===== config.mk =====
export PLATFORM = sky130hd
export DESIGN_NAME = button_conditioner
export DESIGN_NICKNAME = d
export VERILOG_FILES = /design/src/rtl/button_conditioner.sv
export SDC_FILE = /design/constraint.sdc
export NUM_CORES = 1
export LEC_CHECK = 0
export CAP_MARGIN = 20
export CORE_AREA = 2 2 89 91
export CTS_CLUSTER_SIZE = 16
export DETAILED_ROUTE_END_ITERATION = 12
export DIE_AREA = 0 0 91 93
export HOLD_SLACK_MARGIN = 0.02
export PLACE_DENSITY = 0.5
export REMOVE_ABC_BUFFERS = 1
export SETUP_SLACK_MARGIN = 0.05
export SLEW_MARGIN = 20
export SYNTH_ARGS = -nofsm -noshare
export SYNTH_HDL_FRONTEND = slang
export SYNTH_SLANG_ARGS = --single-unit

===== constraint.sdc =====
create_clock -name clk -period 2.7 [get_ports clk]
set_input_delay 0.81 -clock clk [delete_from_list [all_inputs] [get_ports clk]]
set_output_delay 0.81 -clock clk [all_outputs]
set_load 0.02 [all_outputs]

===== src/rtl/button_conditioner.sv =====
// -----------------------------------------------------------------------------
// button_conditioner
//
// Front end for the bike-light controller's three user buttons. Each raw,
// asynchronous, bouncy button is synchronized (two flops), debounced, and
// turned into a single-cycle press pulse for the light FSM. faster/slower
// additionally auto-repeat while held. A faster+slower chord is a conflict:
// both of those outputs stay low while the chord lasts.
//
// Parameters:
//   DEBOUNCE_CYCLES  consecutive disagreeing cycles before a level flips (>=2)
//   REPEAT_DELAY     cycles after the initial pulse before the first repeat (>=2)
//   REPEAT_PERIOD    cycles between later repeat pulses (>=2)
//   REPEAT_EN        1 = auto-repeat on faster/slower, 0 = one pulse per press
//
// Ports:
//   clk         system clock, rising edge
//   reset       asynchronous reset, active low
//   raw_next    raw next button (async, active high)
//   raw_faster  raw faster button (async, active high)
//   raw_slower  raw slower button (async, active high)
//   next        one-cycle press pulse
//   faster      one-cycle press / repeat pulse
//   slower      one-cycle press / repeat pulse
//   btn_level   debounced levels {slower, faster, next}
// -----------------------------------------------------------------------------
module button_conditioner #(
   parameter int DEBOUNCE_CYCLES = 16,
   parameter int REPEAT_DELAY    = 64,
   parameter int REPEAT_PERIOD   = 32,
   parameter int REPEAT_EN       = 1
) (
   input  logic       clk,
   input  logic       reset,
   input  logic       raw_next,
   input  logic       raw_faster,
   input  logic       raw_slower,
   output logic       next,
   output logic       faster,
   output logic       slower,
   output logic [2:0] btn_level
);

   localparam int MAX_DR   = (DEBOUNCE_CYCLES > REPEAT_DELAY) ? DEBOUNCE_CYCLES : REPEAT_DELAY;
   localparam int MAX_TERM = (MAX_DR > REPEAT_PERIOD) ? MAX_DR : REPEAT_PERIOD;
   localparam int CNT_W    = $clog2(MAX_TERM + 1);

   // Counters are compared against terminal-1: the edge on which the count
   // "would reach" the terminal value is the edge that acts and clears.
   localparam logic [CNT_W-1:0] DB_LAST     = CNT_W'(DEBOUNCE_CYCLES - 1);
   localparam logic [CNT_W-1:0] DELAY_LAST  = CNT_W'(REPEAT_DELAY - 1);
   localparam logic [CNT_W-1:0] PERIOD_LAST = CNT_W'(REPEAT_PERIOD - 1);

   typedef enum logic [1:0] {
      IDLE   = 2'd0,
      HOLD   = 2'd1,
      REPEAT = 2'd2
   } rep_state_t;

   // Bit order everywhere: [0]=next, [1]=faster, [2]=slower.
   logic [2:0]       raw;
   logic [2:0]       sync_p0;
   logic [2:0]       sync_p1;
   logic [2:0]       level;
   logic [2:0]       level_nxt;
   logic [CNT_W-1:0] db_cnt     [3];
   logic [CNT_W-1:0] db_cnt_nxt [3];

   // Repeat channels: [0]=faster, [1]=slower.
   rep_state_t       rep_state     [2];
   rep_state_t       rep_state_nxt [2];
   logic [CNT_W-1:0] hold_cnt      [2];
   logic [CNT_W-1:0] hold_cnt_nxt  [2];
   logic [1:0]       rep_pulse;

   logic             chord;
   logic             chord_nxt;
   logic             next_rise;

   assign raw = {raw_slower, raw_faster, raw_next};

   // ---- stage p0/p1: two-flop synchronizer -----------------------------------
   always_ff @(posedge clk or negedge reset) begin
      if (!reset) begin
         sync_p0 <= '0;
         sync_p1 <= '0;
      end else begin
         sync_p0 <= raw;
         sync_p1 <= sync_p0;
      end
   end

   // ---- debounce: level follows sync_p1 after a full run of disagreement ----
   always_comb begin
      for (int b = 0; b < 3; b++) begin
         level_nxt[b]  = level[b];
         db_cnt_nxt[b] = '0;
         if (sync_p1[b] != level[b]) begin
            if (db_cnt[b] == DB_LAST) begin
               level_nxt[b] = ~level[b];
            end else begin
               db_cnt_nxt[b] = db_cnt[b] + CNT_W'(1);
            end
         end
      end
   end

   always_ff @(posedge clk or negedge reset) begin
      if (!reset) begin
         level <= '0;
         for (int b = 0; b < 3; b++) begin
            db_cnt[b] <= '0;
         end
      end else begin
         level <= level_nxt;
         for (int b = 0; b < 3; b++) begin
            db_cnt[b] <= db_cnt_nxt[b];
         end
      end
   end

   assign btn_level = level;

   // Pulses react to the level the debouncer is about to take, so the pulse
   // register loads on the same edge the level flips.
   assign next_rise = level_nxt[0] & ~level[0];
   assign chord_nxt = level_nxt[1] & level_nxt[2];

   // ---- repeat FSMs for faster/slower ---------------------------------------
   always_comb begin
      for (int i = 0; i < 2; i++) begin
         rep_state_nxt[i] = rep_state[i];
         hold_cnt_nxt[i]  = '0;
         rep_pulse[i]     = 1'b0;
         if (!level_nxt[i+1]) begin
            // Release (or never pressed): drop back quietly.
            rep_state_nxt[i] = IDLE;
         end else if (chord_nxt) begin
            // Chord: park both channels in HOLD with timing frozen at zero,
            // including the rise that creates the chord.
            rep_state_nxt[i] = HOLD;
         end else begin
            unique case (rep_state[i])
               IDLE: begin
                  // Only reachable with level_nxt high on a rise.
                  rep_state_nxt[i] = HOLD;
                  rep_pulse[i]     = 1'b1;
               end
               HOLD: begin
                  if (chord) begin
                     // First edge after the chord ends: restart timing, no pulse.
                     hold_cnt_nxt[i] = '0;
                  end else if (REPEAT_EN != 0) begin
                     if (hold_cnt[i] == DELAY_LAST) begin
                        rep_pulse[i]     = 1'b1;
                        rep_state_nxt[i] = REPEAT;
                     end else begin
                        hold_cnt_nxt[i] = hold_cnt[i] + CNT_W'(1);
                     end
                  end
               end
               REPEAT: begin
                  if (hold_cnt[i] == PERIOD_LAST) begin
                     rep_pulse[i] = 1'b1;
                  end else begin
                     hold_cnt_nxt[i] = hold_cnt[i] + CNT_W'(1);
                  end
               end
               default: begin
                  rep_state_nxt[i] = IDLE;
               end
            endcase
         end
      end
   end

   always_ff @(posedge clk or negedge reset) begin
      if (!reset) begin
         chord <= 1'b0;
         for (int i = 0; i < 2; i++) begin
            rep_state[i] <= IDLE;
            hold_cnt[i]  <= '0;
         end
      end else begin
         chord <= chord_nxt;
         for (int i = 0; i < 2; i++) begin
            rep_state[i] <= rep_state_nxt[i];
            hold_cnt[i]  <= hold_cnt_nxt[i];
         end
      end
   end

   // ---- output pulse registers ----------------------------------------------
   always_ff @(posedge clk or negedge reset) begin
      if (!reset) begin
         next   <= 1'b0;
         faster <= 1'b0;
         slower <= 1'b0;
      end else begin
         next   <= next_rise;
         faster <= rep_pulse[0];
         slower <= rep_pulse[1];
      end
   end

endmodule


==> key figures <==
Critical path
  • Worst path cell trace: clkdlybuf4s50_1
  • Capturing element type of the critical path: output port
  • Worst Path Max Fanout: 4
  • Worst setup SP type: register
  • Top Family by Delay on Critical Path: buffers and inverters
  • Req. time, crit path: ~1900 ps
  • WP data arrival: roughly 1400 ps
  • CP max stage delay: 630 ps
  • Critical Path Slowest Stage Cell: clkdlybuf4s50_1
  • Crit path buffers/inverters: 1
  • Worst Setup Path Type: reg -> out

Clocking
  • Setup Fix Bufs, Post-CTS: 0
  • CTS tree: yes
  • Clk root buf: clkbuf_8
  • CTS H-tree depth: 2
  • Cts hold-fix bufs: 0
  • Clk sinks: 52
  • Clock transition at path regs: about 100 ps
  • CTS Buf Count: 5
  • Clock Tree Buf Depth: 2
  • PostCTS Resize Cnt: 0
  • Worst-Skew Late Latency: slightly above 300 ps

Floorplan
  • Core area: 0.00753 mm2
  • Die Y: 93 um
  • Die width: between 90 and 100 um
  • FP Rows: 32
  • Die area: 0.00846 mm2
  • Initial Util: around a third
  • I/O pins: 11

Cells and area
  • Share of cells above drive strength 1: a little over 8%
  • Nets@finish: ~270
  • Commonest non-fill, non-tap cells in the layout: dfrtp_1, nor2_1, xnor2_1, ha_1, nand3_1
  • Design area: ~0.0029 mm2
  • Commonest non-fill, non-tap cell in the layout: dfrtp_1
  • Area grow syn2layout: 12.3%
  • # diodes: 0
  • Fill cells: 753

Worst hold path
  • Hold Path Class: reg -> reg

STA
  • Unrepaired setup endpoints after global routing: false
  • Slew @ Worst Pin: 612 ps
  • Slew Limit Fails: 0
  • Worst slew margin: roughly three fifths
  • Hold Fails Final Rpt: 0
  • Skew final: roughly 15 ps
  • Post-route clock period utilization: 81.6%
  • Final Setup Violations: 0
  • Final worst path period need: ~2200 ps
  • Final setup TNS: 0 ps
  • Max Freq: ~450 MHz

Logic synthesis
  • Post-synth cell types: 43
  • Main synth FF type: dfrtp_1
  • Cells after synthesis: around 230
  • Syn avg cell area: 10.9 um2
  • Ys async rst share: 100%
  • Yosys warns: 0
  • #FFs+latches synth: between 50 and 60
  • Mapped Area: between 0.002 and 0.003 mm2
  • Seq/Total Area, Yosys: between 50% and 60%
  • EDFF count, synth: 0

Outcome
  • Status: finished clean

Route
  • Vias per cell: about 4.7
  • Drt total wl: around 4200 um
  • Drt first-iter violations: 116
  • DRT Pass-1 Iters: 4
  • Drt wl/cell: about 12 um
  • Post-route DRC: 0
  • Vias: between 1,500 and 2,000
  • Post-DRT Antenna Nets: 0

Power and ir drop
  • Pwr Density: around 460 mW/mm2
  • Peak VDD IR: approximately 0.18 mV
  • Pleak: about 0.0012 uW

Global routing
  • Remaining Overflow, GRT: 0
  • Global routing usage on met2: 17.5%
  • Most used routing layer: met2
  • Largest net degree at the start of global routing: 30
  • GR met1 Demand/Resource: 15.3%
  • Vias in the first global route: roughly 1,600
  • GRT Overall Usage: a little under an eighth
  • Global-route wire length before repair: between 7000 and 8000 um
  • Initial antenna violation count: 0
  • M3 GR Usage: roughly 3.7%

Placed design
  • Post-place instance area: between 0.002 and 0.003 mm2
  • Gp weighted congestion: 0.734
  • Number of port buffers: 10
  • Final HPWL DP: between 3000 and 4000 um

Flow run
  • Max_cap viols: 0
-- cell families (layout without fill, tap and decap cells) --
logic type | after synthesis | count (layout) | synth area share (%)
buffers and inverters | 13 | 28 | 2.27
adders and majority gates | 15 | 15 | 7.40
and+or+nand+nor | 101 | 101 | 22.0
AOI/OAI and AO/OA | 20 | 20 | 5.57
xor gates and xnor gates | 26 | 26 | 8.97
muxes | 6 | 6 | 2.51
DFF | 52 | 52 | 51.3
-- final timing paths --
check | from | to | slack, ps | cells past startpoint
min in group asynchronous | reset | hold_cnt[9] | 470 | 1
hold reg to reg | sync_p0[2] | sync_p1[2] | 350 | 0
hold / removal | sync_p0[2] | sync_p1[2] | 350 | 0
max in group asynchronous | reset | hold_cnt[6] | 1670 | 2
setup / recovery | btn_level[2] | btn_level[2] | 500 | 1
setup reg to reg | db_cnt[7] | hold_cnt[11] | 750 | 5
-- cell usage after synthesis, types with 2 or more instances --
cell / count / area share, %
a21oi_1: 9 / 1.8
a31oi_1: 2 / 0.49
and2_1: 4 / 0.99
and3_1: 4 / 0.99
and4_1: 2 / 0.69
clkbuf_1: 2 / 0.30
dfrtp_1: 52 / 51
ha_1: 15 / 7.4
inv_1: 8 / 1.2
mux2_2: 3 / 1.3
mux2i_1: 3 / 1.2
nand2_1: 12 / 1.8
nand3_1: 13 / 2.6
nand4_1: 2 / 0.49
nand4b_1: 2 / 0.69
nor2_1: 29 / 4.3
nor2b_1: 2 / 0.49
nor3_1: 11 / 2.2
nor3b_1: 2 / 0.59
nor4_1: 3 / 0.74
nor4b_1: 3 / 1.0
o21ai_0: 2 / 0.39
or3_1: 3 / 0.74
or4_1: 2 / 0.59
xnor2_1: 15 / 5.2
xor2_1: 11 / 3.8
-- where the power goes --
group	internal, uW	switching, uW
combinational	20.5	28.3
sequential	794	11.6
clock	189	269
total	1000	309
-- area by class of cell --
| class | count | area [um2] | area share [%] |
|---|---|---|---|
| Clock buffer | 5 | 68.8 | 2.41 |
| Clock inverter | 3 | 25.0 | 0.878 |
| Inverter | 9 | 33.8 | 1.19 |
| Multi-Input combinational cell | 168 | 1180 | 41.4 |
| Sequential cell | 52 | 1300 | 45.7 |
| Tap cell | 102 | 128 | 4.48 |
| Timing Repair Buffer | 11 | 115 | 4.04 |
-- state kept, by name, summed over array words and instances, names as in the netlist --
signal / flops
btn_level: 3
hold_cnt: 14
faster: 1
next: 1
db_cnt: 21
sync_p0: 3
slower: 1
chord: 1
rep_state: 4
sync_p1: 3
-- through the flow --
step                      hold slack, ps  std cells  setup WS (ps)  total power [uW]  utilization [%]
after floorplan                      331        229            853               840                -
after global placement               332        342            783               873             36.6
after detailed placement             335        342            739               873             36.6
after CTS                            356        350            464              1340             37.9
after global routing                 370        350            413              1380             37.9
final                                354        350            497              1310             37.9
-- metal layers --
metal	wire length, um	vias to the layer above
met5	0	-
met4	69	0
met3	148	4
met2	1960	20
met1	1980	777
li1	-	835
No activity file was read; power rests on OpenSTA's default activity.
